$ cat config.mk
export PLATFORM = sky130hd
export DESIGN_NAME = icm_lookup_arbiter
export DESIGN_NICKNAME = d
export VERILOG_FILES = /design/src/rtl/icm_lookup_arbiter.sv
export SDC_FILE = /design/constraint.sdc
export NUM_CORES = 1
export LEC_CHECK = 0
export BUFFER_PORTS_ARGS = -buffer_cell sky130_fd_sc_hd__buf_2
export CAP_MARGIN = 20
export CORE_AREA = 8 8 117 119
export DETAILED_ROUTE_END_ITERATION = 8
export DIE_AREA = 0 0 125 127
export PLACE_DENSITY = 0.63
export SETUP_SLACK_MARGIN = 0.15
export SYNTH_ARGS = -nofsm -noshare
export SYNTH_HDL_FRONTEND = slang
export SYNTH_SLANG_ARGS = --single-unit
$ cat constraint.sdc
create_clock -name clk -period 2.8 [get_ports clk]
set_input_delay 0.28 -clock clk [delete_from_list [all_inputs] [get_ports clk]]
set_output_delay 0.28 -clock clk [all_outputs]
set_load 0.02 [all_outputs]
$ cat src/rtl/icm_lookup_arbiter.sv
// icm_lookup_arbiter: shares one ICM mapping lookup channel among NUM_REQ requesters.
// Round-robin grant into a single registered lookup stage; an outstanding-tag FIFO
// remembers who was granted so in-order mapping responses can be routed back.
// Optional performance counters are compiled in with ICM_LOOKUP_ARB_PERF_EN.
module icm_lookup_arbiter #(
    parameter int NUM_REQ           = 2,
    parameter int IDX_WIDTH         = 16,
    parameter int ICM_ADDR_WIDTH    = 64,
    parameter int PHY_ADDR_WIDTH    = 64,
    parameter int OUTSTANDING_DEPTH = 4
) (
    input  logic                           clk,
    input  logic                           rst,
    input  logic [NUM_REQ-1:0]             req_valid,
    input  logic [NUM_REQ*IDX_WIDTH-1:0]   req_head,
    output logic [NUM_REQ-1:0]             req_ready,
    output logic                           icm_mapping_lookup_valid,
    output logic [IDX_WIDTH-1:0]           icm_mapping_lookup_head,
    input  logic                           icm_mapping_lookup_ready,
    input  logic                           icm_mapping_rsp_valid,
    input  logic [ICM_ADDR_WIDTH-1:0]      icm_mapping_rsp_icm_addr,
    input  logic [PHY_ADDR_WIDTH-1:0]      icm_mapping_rsp_phy_addr,
    output logic                           icm_mapping_rsp_ready,
    output logic [NUM_REQ-1:0]             rsp_valid,
    output logic [ICM_ADDR_WIDTH-1:0]      rsp_icm_addr,
    output logic [PHY_ADDR_WIDTH-1:0]      rsp_phy_addr,
    input  logic [NUM_REQ-1:0]             rsp_ready,
    output logic                           orphan_rsp_err
`ifdef ICM_LOOKUP_ARB_PERF_EN
    ,
    output logic [NUM_REQ*32-1:0]          perf_grant_cnt,
    output logic [31:0]                    perf_full_stall_cnt
`endif
);

    localparam int TAG_W = (NUM_REQ > 1) ? $clog2(NUM_REQ) : 1;
    localparam int PTR_W = (OUTSTANDING_DEPTH > 1) ? $clog2(OUTSTANDING_DEPTH) : 1;
    localparam int CNT_W = PTR_W + 1;
    localparam logic [CNT_W-1:0] DEPTH_C   = CNT_W'(OUTSTANDING_DEPTH);
    localparam logic [TAG_W-1:0] LAST_REQ  = TAG_W'(NUM_REQ - 1);
    localparam logic [PTR_W-1:0] LAST_SLOT = PTR_W'(OUTSTANDING_DEPTH - 1);

    typedef enum logic {OUT_EMPTY, OUT_FULL} out_state_t;

    out_state_t           out_state;
    logic [IDX_WIDTH-1:0] lookup_head_q;
    logic [TAG_W-1:0]     tag_mem [OUTSTANDING_DEPTH];
    logic [PTR_W-1:0]     wr_ptr;
    logic [PTR_W-1:0]     rd_ptr;
    logic [CNT_W-1:0]     count;
    logic [TAG_W-1:0]     rr_ptr;
    logic                 orphan_q;

    logic                 any_valid;
    logic [TAG_W-1:0]     win_idx;
    logic [IDX_WIDTH-1:0] win_head;
    logic                 load_ok;
    logic                 grant;
    logic                 fifo_empty;
    logic [TAG_W-1:0]     head_tag;
    logic                 pop;

    // Round-robin pick: lowest valid index above the pointer, else lowest valid overall
    always_comb begin
        any_valid = 1'b0;
        win_idx   = '0;
        win_head  = '0;
        for (int i = NUM_REQ - 1; i >= 0; i--) begin
            if (req_valid[i]) begin
                any_valid = 1'b1;
                win_idx   = TAG_W'(i);
                win_head  = req_head[i*IDX_WIDTH +: IDX_WIDTH];
            end
        end
        for (int i = NUM_REQ - 1; i >= 0; i--) begin
            if (req_valid[i] && (i > int'(rr_ptr))) begin
                win_idx  = TAG_W'(i);
                win_head = req_head[i*IDX_WIDTH +: IDX_WIDTH];
            end
        end
    end

    // The register may load when it is empty or draining, and a tag slot is free
    assign load_ok = ((out_state == OUT_EMPTY) || icm_mapping_lookup_ready) && (count < DEPTH_C);
    assign grant   = rst && any_valid && load_ok;

    // One-hot accept for the winner only
    always_comb begin
        req_ready = '0;
        if (grant) begin
            req_ready[win_idx] = 1'b1;
        end
    end

    assign fifo_empty = (count == '0);
    assign head_tag   = tag_mem[rd_ptr];
    assign pop        = !fifo_empty && icm_mapping_rsp_valid && rsp_ready[head_tag];

    // Route the response to the requester at the FIFO head; drop it when nobody is waiting
    always_comb begin
        rsp_valid             = '0;
        icm_mapping_rsp_ready = 1'b1;
        if (!fifo_empty) begin
            rsp_valid[head_tag]   = icm_mapping_rsp_valid;
            icm_mapping_rsp_ready = rsp_ready[head_tag];
        end
    end

    assign rsp_icm_addr             = icm_mapping_rsp_icm_addr;
    assign rsp_phy_addr             = icm_mapping_rsp_phy_addr;
    assign icm_mapping_lookup_valid = (out_state == OUT_FULL);
    assign icm_mapping_lookup_head  = lookup_head_q;
    assign orphan_rsp_err           = orphan_q;

    // Output stage: holds the lookup until accepted, reloads directly on a grant
    always_ff @(posedge clk or negedge rst) begin
        if (!rst) begin
            out_state     <= OUT_EMPTY;
            lookup_head_q <= '0;
        end else begin
            case (out_state)
                OUT_EMPTY: begin
                    if (grant) begin
                        out_state     <= OUT_FULL;
                        lookup_head_q <= win_head;
                    end
                end
                OUT_FULL: begin
                    if (grant) begin
                        lookup_head_q <= win_head;
                    end else if (icm_mapping_lookup_ready) begin
                        out_state <= OUT_EMPTY;
                    end
                end
                default: out_state <= OUT_EMPTY;
            endcase
        end
    end

    // Tag storage needs no reset: the pointers and count define which slots are live
    always_ff @(posedge clk) begin
        if (grant) begin
            tag_mem[wr_ptr] <= win_idx;
        end
    end

    // Tag FIFO pointers, occupancy, round-robin pointer and sticky orphan flag
    always_ff @(posedge clk or negedge rst) begin
        if (!rst) begin
            wr_ptr   <= '0;
            rd_ptr   <= '0;
            count    <= '0;
            rr_ptr   <= LAST_REQ;
            orphan_q <= 1'b0;
        end else begin
            if (grant) begin
                wr_ptr <= (wr_ptr == LAST_SLOT) ? '0 : wr_ptr + 1'b1;
                rr_ptr <= win_idx;
            end
            if (pop) begin
                rd_ptr <= (rd_ptr == LAST_SLOT) ? '0 : rd_ptr + 1'b1;
            end
            if (grant && !pop) begin
                count <= count + 1'b1;
            end else if (!grant && pop) begin
                count <= count - 1'b1;
            end
            if (fifo_empty && icm_mapping_rsp_valid) begin
                orphan_q <= 1'b1;
            end
        end
    end

`ifdef ICM_LOOKUP_ARB_PERF_EN
    // Saturating per-requester grant counters and full-stall cycle counter
    always_ff @(posedge clk or negedge rst) begin
        if (!rst) begin
            perf_grant_cnt      <= '0;
            perf_full_stall_cnt <= '0;
        end else begin
            for (int i = 0; i < NUM_REQ; i++) begin
                if (grant && (win_idx == TAG_W'(i)) && (perf_grant_cnt[i*32 +: 32] != 32'hFFFF_FFFF)) begin
                    perf_grant_cnt[i*32 +: 32] <= perf_grant_cnt[i*32 +: 32] + 32'd1;
                end
            end
            if ((|req_valid) && (count == DEPTH_C) && (perf_full_stall_cnt != 32'hFFFF_FFFF)) begin
                perf_full_stall_cnt <= perf_full_stall_cnt + 32'd1;
            end
        end
    end
`endif

endmodule
==> results of run 1 <==
worst max-delay path, stage by stage (launching register included):
cell and delay, ns:
dfrtp_1 0.40, mux4_2 0.59, mux2i_2 0.20, inv_1 0.08, ha_1 0.17, inv_1 0.06
fa_1 0.37, xor2_1 0.15, nor2_1 0.11, xor2_1 0.16
layer usage:
layer  up-vias  part of all wire  global-route usage
li1        569                 -                   -
met1       612              0.23              0.0790
met2       210              0.43               0.174
met3        17              0.31               0.168
met4         0             0.025              0.0415
met5         -                 0                   0
stage by stage:
stage / total power [W] / setup slack, ns / util
floorplan: 0.00165 / 0.528 / -
global placement: 0.00166 / 0.458 / 0.172
detailed placement: 0.00170 / 0.405 / 0.172
CTS: 0.00225 / 0.394 / 0.185
global route: 0.00236 / 0.222 / 0.185
finish: 0.00221 / 0.417 / 0.185
sequential cells by signal, summed over array words and instances, names as in the netlist:
name / cells
icm_mapping_lookup_head: 16
tag_mem: 4
count: 3
rd_ptr: 2
wr_ptr: 2
icm_mapping_lookup_valid: 1
orphan_rsp_err: 1
rr_ptr: 1
kinds of logic (layout without fill, tap and decap cells):
group	count (synthesis)	in the layout	synth area share
DFF	30	30	0.307
and+or+nand+nor	19	19	0.0458
adders and majority gates	7	7	0.0378
muxes	25	25	0.117
buffers and inverters	141	78	0.404
AOI/OAI and AO/OA	21	21	0.0786
xor gates and xnor gates	3	3	0.0104
power by group through the flow:
stage | Combinational (W) | Sequential (W) | Clock (W)
2_1_floorplan | 0.000749 | 0.000899 | 0
3_3_place_gp | 0.000903 | 0.000757 | 0
3_5_place_dp | 0.000928 | 0.000773 | 0
4_1_cts | 0.000932 | 0.000772 | 0.000545
5_1_grt | 0.00100 | 0.000801 | 0.000560
6_report | 0.000908 | 0.000769 | 0.000531
placed cells by master, fill, tap and decap left out, types with 2 or more instances in the layout:
master and instances:
mux2_2 14, nor2_1 5, mux2_1 8, nand2b_1 3
and2_1 5, dfrtp_1 25, buf_2 62, inv_1 5
clkbuf_16 5, o311ai_0 2, xor2_1 2, edfxtp_1 4
ha_1 6, buf_4 3, nand2_1 2, a32o_1 16
layout make-up:
| type | instances | area (sq um) | area share |
|---|---|---|---|
| Sequential cell | 30 | 772 | 0.354 |
| Inverter | 5 | 18.8 | 0.00860 |
| Tap cell | 147 | 184 | 0.0842 |
| Multi-Input combinational cell | 75 | 728 | 0.334 |
| Clock inverter | 1 | 5.00 | 0.00229 |
| Timing Repair Buffer | 65 | 333 | 0.152 |
| Clock buffer | 7 | 143 | 0.0653 |
worst min-delay path by stage:
stage	endpoint
after floorplan	count[0]
final	wr_ptr[0]
after detailed placement	rd_ptr[0]
after global routing	icm_mapping_lookup_head[7]
after global placement	rd_ptr[1]
after CTS	icm_mapping_lookup_head[9]
==> impl_results.md, run 1 <==
- Remaining Overflow, GRT: 0
- NetSw: 0.000813 W
- PortBufs: 62
- Cell Int Power: 0.00139 W
- Setup violations, final: 0
- Net Sw Frac: 0.368
- Hold Buf Count CTS: 0
- Combinational fraction of design power: 0.411
- Setup TNS: 0 ns
- Area share of the largest cell type after synthesis: 0.385
- Period utilization: 0.851
- Die height: 127 microns
- CP Launch Type: flip-flop
- Fmax: 420 MHz
- Clock root cell: clkbuf_16
- Status: completed
- R2R Setup Slk: about 0.42 ns
- Clk network pwr share: 0.240
- FP Rows: 40
- Reg clk slew, reported paths: 0.05 ns
- Worst R2R Path Depth: 9
- Placed Area: 2040 sq um
- Synthesis-stage register bit count: 30
- Final Slew Violations: 0
- Setup bufs post-CTS: 0
- Share of post-route cells with drive strength above 1: 0.497
- Core Area: approximately 12000 sq um
- CTS tree: yes
- Ys Warns: 0
- Synthesized area: about 2500 sq um
- Clk_skew: roughly 0.0024 ns
- Post-synth top cells: buf_4 (129), dfrtp_1 (25), a32o_1 (16)
- Number of synthesized flops with an enable pin: 4
- Total CTS buffers: 5
- Clk Latency, worst-skew pair: between 0.2 and 0.3 ns
- Global-route wire length before repair: around 13000 microns
- Via/cell ratio: 4.27
- Worst EP required: approximately 3.0 ns
- Max_slew headroom: 0.580
- Netlist cell types: 29
- Placed insts: approximately 320
- DRT Pass-1 Iters: 4
- Crit end category: flip-flop
- Synthesized instance count: 246
- Final nets: between 300 and 400
- Final hold violation count: 0
- Most numerous cell in the Yosys netlist: buf_4
- Final instance area: 2180 sq um
- Area Growth Syn to Fin: -13.2%
- ANT cells: 0
- I/O pin total: 319
- WHS: about 0.038 ns
- Die ar.: ~16000 sq um
- Worst Max-Slew Pin Slew: 0.629 ns
- Post-synth ARST share: 0.867
- RSZ-0062 raised after global routing: false
- Arrival time at the worst endpoint: between 2 and 3 ns
- Drt drc: 0
- H-tree levels: 2
- Total Routing Usage GR: 0.117
- Power per Cell Area: 1010 nW/um^2
- R2r endpoint: count[2]
- Total Wirelength: between 9000 and 10000 microns
- Worst r2r src: rd_ptr[0]
- Mapped Avg Cell Area: 10.2 sq um
- Routed vias: between 1000 and 1500
- Die W: 125 microns
- Initial Utilization: 0.213
- CTS Buffer Depth: 2
- Crit Path Class: flip-flop to flip-flop
- DPL Wire Length: 8860 microns
- Fill count: between 1000 and 1500
- Max-cap violations: 0
- GPL Wtd Cong: 0.736
- Initial antenna violation count: 0
- Vias in the first global route: 1642
- Top cells by area, synth: buf_4 (38%), dfrtp_1 (25%), a32o_1 (6.4%)
- Lkg Pwr: between 0.9 and 1 nW
- Max VDD drop: 0.000460 V
- Syn_nets: 421
- CTS sink cnt: 30
- Seq/Total Area, Yosys: 0.307
- Post-CTS sizing: 0
- Worst setup path startpoint: rd_ptr[0]
- DR WL/cell: 30.1 microns
- Hold Path Class: primary input to async pin
- Fin cells: 330
- Post-layout minimum cycle time: 2.38 ns
- CP Capture Point: count[2]
- Flop pwr share: 0.348
- Number of nets with antenna violations after routing: 0
- Most area-hungry cell type in the Yosys netlist: buf_4
- Iter 0 DRT Violations: 27
- Pin count of the biggest net entering global routing: 27
- Most common flop cell mapped by yosys: dfrtp_1
- Crit Path Max Fanout: 4
Note: power is estimated with default switching activity, not from simulation.
==> inputs of run 2 (changes only) <==
--- a/config.mk
+++ b/config.mk
@@ -5,11 +5,14 @@
 export SDC_FILE = /design/constraint.sdc
 export NUM_CORES = 1
 export LEC_CHECK = 0
+export ABC_AREA = 1
 export BUFFER_PORTS_ARGS = -buffer_cell sky130_fd_sc_hd__buf_2
 export CAP_MARGIN = 20
-export CORE_AREA = 8 8 117 119
+export CORE_AREA = 8 8 118 120
+export CTS_CLUSTER_SIZE = 10
 export DETAILED_ROUTE_END_ITERATION = 8
-export DIE_AREA = 0 0 125 127
+export DIE_AREA = 0 0 126 128
+export MAX_ROUTING_LAYER = met4
 export PLACE_DENSITY = 0.63
 export SETUP_SLACK_MARGIN = 0.15
 export SYNTH_ARGS = -nofsm -noshare
==> impl_results.md, run 2 <==
- Core Area: 12200 sq um
- Setup bufs post-CTS: 0
- Crit path cell chain: nor3_1 > nor2_1 > nand3_1 > ha_1 > inv_1 > fa_1 > a21oi_1 > o21ai_0 > xor2_1
- Post-synth top cells: buf_4 (130), nand2_1 (72), dfrtp_1 (25)
- FP Rows: 41
- PortBufs: 62
- Max-cap violations: 0
- Worst Max-Slew Pin Slew: 0.783 ns
- Netlist cell types: 29
- Die ar.: 16100 sq um
- Power after layout: approximately 0.0024 W
- Arrival time at the worst endpoint: 2.36 ns
- I/O pin total: 319
- Placed Area: 2150 sq um
- H-tree levels: 2
- Reg clk slew, reported paths: around 0.050 ns
- DPL Wire Length: 4880 microns
- Post-layout minimum cycle time: 2.21 ns
- Global-route wire length before repair: 10100 microns
- Fin cells: around 430
- Total Wirelength: 6320 microns
- Synthesis-stage register bit count: 30
- Synthesized area: approximately 2600 sq um
- Hold Buf Count CTS: 0
- Setup violations, final: 0
- Number of synthesized flops with an enable pin: 4
- Worst EP required: 2.95 ns
- Final Slew Violations: 0
- Post-CTS sizing: 0
- Setup TNS: 0 ns
- Most common cell after layout, fill and taps aside: nand2_1
- Number of nets with antenna violations after routing: 0
- Remaining Overflow, GRT: 0
- Placed insts: 418
- Critical path buffer and inverter count: 1
- Via/cell ratio: around 4.0
- CTS tree: yes
- Total CTS buffers: 5
- CP max-delay cell: dfrtp_1
- Post-synth ARST share: 0.867
- Power per Cell Area: 1020 nW/um^2
- Fill count: 1375
- Critical path's top delay family: simple AND/OR/NAND/NOR gates
- Most area-hungry cell type in the Yosys netlist: buf_4
- Final instance area: 2340 sq um
- CP Launch Type: flip-flop
- ANT cells: 0
- Top cells by area, synth: buf_4 (37%), dfrtp_1 (24%), nand2_1 (10%)
- Register area: 772 sq um
- Crit Path Class: flip-flop to flip-flop
- Max_slew headroom: 0.477
- Fmax: 452 MHz
- GPL Wtd Cong: 0.781
- Syn_nets: 513
- Clk Latency, worst-skew pair: around 0.27 ns
- DRT Pass-1 Iters: 4
- Die W: 126 microns
- Total Routing Usage GR: 0.0814
- Die height: 128 microns
- Status: completed
- CTS Buffer Depth: 2
- Initial Utilization: 0.216
- Max FFs per register: 16
- Critical Path Max Stage Delay: 0.42 ns
- Clk_skew: 0.00550 ns
- Final nets: 450
- Most frequent cells in the layout: nand2_1 (72), buf_2 (62), dfrtp_1 (25)
- Max VDD drop: 0.000348 V
- Mapped Avg Cell Area: between 7 and 8 sq um
- Pin count of the biggest net entering global routing: 27
- RSZ-0062 raised after global routing: false
- Worst setup margin: 0.587 ns
- Clock root cell: clkbuf_16
- Routed vias: 1697
- Area Growth Syn to Fin: -11.6%
- Lkg Pwr: 1.19 nW
- Crit Path Max Fanout: 4
- Drt drc: 0
- Ys Warns: 0
- Hold Path Class: primary input to async pin
- Multi-input logic area: 781 sq um
- Most numerous cell in the Yosys netlist: buf_4
- Final hold violation count: 0
- Seq/Total Area, Yosys: 0.292
- Vias in the first global route: ~1800
- Iter 0 DRT Violations: 62
- Pre-CTS setup slack: 0.580 ns
- Most common flop cell mapped by yosys: dfrtp_1
- CTS sink cnt: 30
- Crit end category: flip-flop
- Synthesized instance count: 338
- Share of post-route cells with drive strength above 1: 0.337
- DR WL/cell: 14.8 microns
- Area share of the largest cell type after synthesis: 0.369
- Period utilization: 0.790
- Initial antenna violation count: 0
-- run 2: changes by cell type after synthesis, sizes merged, moves of 5 or more --
cell / previous run / this run
and2: 5 / 0
inv: 5 / 18
clkbuf: 5 / 0
nor2: 5 / 28
nand3: 0 / 24
buf: 131 / 136
a32o: 16 / 0
mux2: 22 / 1
nand2: 2 / 82
-- run 2: where the power goes --
group          internal, W  switching (W)  total, W  leakage [nW]
Clock             0.000506       0.000192  0.000699        0.0915
Sequential        0.000626       0.000123  0.000749         0.358
Combinational     0.000327       0.000607  0.000934         0.740
-- run 2: worst paths after layout --
path	startpoint	end	slack (ns)	cells past startpoint
worst max-delay path	count[0]	count[2]	0.59	9
worst min-delay path	rst	icm_mapping_lookup_head[14]	0.01	2
worst max register to register	count[0]	count[2]	0.59	9
worst min register to register	orphan_rsp_err	orphan_rsp_err	0.46	1
max in group asynchronous	rst	rr_ptr	2.49	2
min in group clk	req_head[27]	icm_mapping_lookup_head[11]	0.21	3
-- run 2: cell type report --
class	instances	area share
clock buffers	5	0.0535
clock inverters	3	0.0273
multi-input cells	154	0.334
well taps	150	0.0803
inverters	18	0.0289
flip-flops and latches	30	0.330
repair buffers	66	0.146
-- run 2: metrics by stage --
stage | util | hold slack [ns]
2_1_floorplan | - | -0.0156
3_3_place_gp | 0.176 | 0.324
3_5_place_dp | 0.176 | 0.320
4_1_cts | 0.191 | 0.0237
5_1_grt | 0.191 | 0.0523
6_report | 0.191 | 0.0138
-- run 2: kinds of logic (layout without fill, tap and decap cells) --
| family | Yosys count | after routing | synth area share |
|---|---|---|---|
| XOR/XNOR | 2 | 2 | 0.00663 |
| AO/OA/AOI/OAI | 8 | 8 | 0.0204 |
| AND/OR/NAND/NOR | 136 | 136 | 0.228 |
| multiplexers | 1 | 1 | 0.00426 |
| flip-flops | 30 | 30 | 0.292 |
| buffers and inverters | 154 | 92 | 0.412 |
| adder cells (fa/ha/maj) | 7 | 7 | 0.0360 |
-- run 2: per-layer routing --
metal / up-vias / track usage / wire length, microns
li1: 777 / - / -
met1: 752 / 0.0816 / 2440
met2: 115 / 0.128 / 2930
met3: 53 / 0.0374 / 671
met4: 0 / 0.0517 / 277
met5: - / - / 0
==> inputs of run 3 (changes only) <==
--- a/config.mk
+++ b/config.mk
@@ -13,7 +13,7 @@
 export DETAILED_ROUTE_END_ITERATION = 8
 export DIE_AREA = 0 0 126 128
 export MAX_ROUTING_LAYER = met4
-export PLACE_DENSITY = 0.63
+export PLACE_DENSITY = 0.65
 export SETUP_SLACK_MARGIN = 0.15
 export SYNTH_ARGS = -nofsm -noshare
 export SYNTH_HDL_FRONTEND = slang
==> constraint.sdc (replaced) <==
create_clock -name clk -period 1.9 [get_ports clk]
set_input_delay 0.19 -clock clk [delete_from_list [all_inputs] [get_ports clk]]
set_output_delay 0.19 -clock clk [all_outputs]
set_load 0.02 [all_outputs]
==> impl_results.md, run 3 (synthesized netlist as in run 2, its figures left out) <==
- Hold Path Class: primary input to flip-flop
- Initial antenna violation count: 0
- CP max-delay cell: fa_2
- Reg clk slew, reported paths: 0.06 ns
- Iter 0 DRT Violations: 63
- Clk Latency, worst-skew pair: 0.28 ns
- Final hold violation count: 0
- Max VDD drop: 0.000338 V
- Max FFs per register: 16
- CTS sink cnt: 30
- Area Growth Syn to Fin: -1.75%
- Net Sw Frac: 0.406
- H-tree levels: 2
- Worst setup margin: -0.0187 ns
- Flop pwr share: 0.288
- Status: finished, violations left
- Crit end category: flip-flop
- I/O pin total: 319
- Fill count: ~1400
- Initial Utilization: 0.216
- CTS tree: yes
- Share of post-route cells with drive strength above 1: 0.461
- Post-layout minimum cycle time: approximately 1.9 ns
- Clk network pwr share: 0.239
- Lkg Pwr: 1.29 nW
- Worst R2R Path Depth: 10
- Remaining Overflow, GRT: 0
- DPL Wire Length: 5340 microns
- Period utilization: 1.01
- Clock root cell: clkbuf_16
- Total CTS buffers: 5
- Combinational fraction of design power: 0.474
- CP Launch Type: flip-flop
- Die ar.: ~16000 sq um
- Final Slew Violations: 0
- Total Routing Usage GR: 0.0912
- Cell Int Power: ~0.0023 W
- NetSw: 0.00157 W
- GPL Wtd Cong: 0.682
- Vias in the first global route: 2053
- Die W: 126 microns
- DRT Pass-1 Iters: 4
- Fmax: 521 MHz
- Most frequent cells in the layout: nand2_1 (65), buf_2 (57), nor2_1 (23)
- Via/cell ratio: 4.11
- Critical Path Max Stage Delay: about 0.42 ns
- Core Area: between 10000 and 15000 sq um
- Arrival time at the worst endpoint: 2.08 ns
- Most common cell after layout, fill and taps aside: nand2_1
- Setup TNS: -0.0337 ns
- Setup violations, final: 2
- Power after layout: 0.00387 W
- Crit path cell chain: inv_2 > nand2_2 > nand3_4 > nand2_4 > nand2_4 > nand3_4 > ha_4 > inv_2 > fa_2 > mux2_4
- Worst Max-Slew Pin Slew: 0.804 ns
- ANT cells: 0
- Die height: 128 microns
- Number of nets with antenna violations after routing: 0
- Crit Path Max Fanout: 4
- CTS Buffer Depth: 2
- Total Wirelength: 7360 microns
- Max_slew headroom: 0.464
- Power per Cell Area: 1490 nW/um^2
- Global-route wire length before repair: between 10000 and 15000 microns
- PortBufs: 62
- FP Rows: 41
- Final nets: 467
- Crit Path Class: flip-flop to flip-flop
- Pre-CTS setup slack: -0.0424 ns
- DR WL/cell: about 17 microns
- Routed vias: 1822
- Drt drc: 0
- Placed Area: roughly 2200 sq um
- Final instance area: ~2600 sq um
- RSZ-0062 raised after global routing: true
- Clk_skew: 0.00287 ns
- Worst Hold Path Cells: 3
- Worst EP required: between 2 and 2.5 ns
- Pin count of the biggest net entering global routing: 27
- Max-cap violations: 0
- Failing checks: setup timing
[run 3: cell count changes in the layout (fill, tap and decap cells not counted), moves of 2 or more]
cell | before | now
nand2_1 | 72 | 65
nand3_1 | 24 | 20
nand2_4 | 1 | 3
buf_4 | 4 | 21
clkinv_2 | 0 | 2
inv_2 | 3 | 7
dfrtp_2 | 0 | 3
inv_1 | 15 | 10
buf_6 | 0 | 3
nand2_2 | 9 | 14
dfrtp_1 | 25 | 22
buf_2 | 62 | 57
nand3_4 | 0 | 3
[run 3: routing by layer]
metal	track usage	share of wire	vias to the layer above
met5	-	0	-
met4	0.0559	0.044	0
met3	0.0474	0.11	37
met2	0.145	0.48	124
met1	0.0877	0.36	848
li1	-	-	813
[run 3: what timing repair did]
item,in CTS,in global routing
endpoints found under the setup margin,5,7
endpoints found under the hold margin,25,0
hold buffers,1,0
resized for setup,8,26
setup buffers,7,2
pin swaps,6,7
[run 3: path summary, 6_finish.rpt]
kind                           startpoint  slack [ns]                         end
setup / recovery                rd_ptr[0]       -0.02                    count[1]
hold / removal               req_head[17]        0.11  icm_mapping_lookup_head[1]
setup reg to reg                rd_ptr[0]       -0.02                    count[1]
hold reg to reg            orphan_rsp_err        0.45              orphan_rsp_err
max in group asynchronous             rst        1.06                      rr_ptr
min in group asynchronous             rst        0.52                    count[0]
[run 3: worst max-delay path: cells and delay by family (launching register included)]
| family | cells | cell delay, ns |
|---|---|---|
| adder cells (fa/ha/maj) | 2 | 0.59 |
| flip-flops | 1 | 0.41 |
| AND/OR/NAND/NOR | 5 | 0.39 |
| multiplexers | 1 | 0.27 |
| buffers and inverters | 2 | 0.14 |
[run 3: power by group through the flow]
| stage | logic [W] | clock network, W | registers, W |
|---|---|---|---|
| global route | 0.00202 | 0.000991 | 0.00115 |
| finish | 0.00183 | 0.000923 | 0.00111 |
| global placement | 0.00148 | 0 | 0.00109 |
| CTS | 0.00168 | 0.000964 | 0.00109 |
| floorplan | 0.00117 | 0 | 0.00130 |
| detailed placement | 0.00153 | 0 | 0.00111 |
[run 3: area by class of cell]
type / instances / area (sq um) / area share
clock buffer: 5 / 125 / 0.0482
clock inverter: 3 / 40.0 / 0.0154
inverter: 18 / 70.1 / 0.0270
multi-input combinational: 154 / 896 / 0.345
sequential: 30 / 776 / 0.299
tap: 150 / 188 / 0.0723
timing repair buffer: 83 / 502 / 0.193
[run 3: stage by stage]
stage	utilization	hold slack (ns)	instances
after floorplan	-	-0.106	338
after global placement	0.183	0.267	425
after detailed placement	0.183	0.276	425
after CTS	0.204	0.109	441
after global routing	0.213	0.119	443
final	0.213	0.112	443
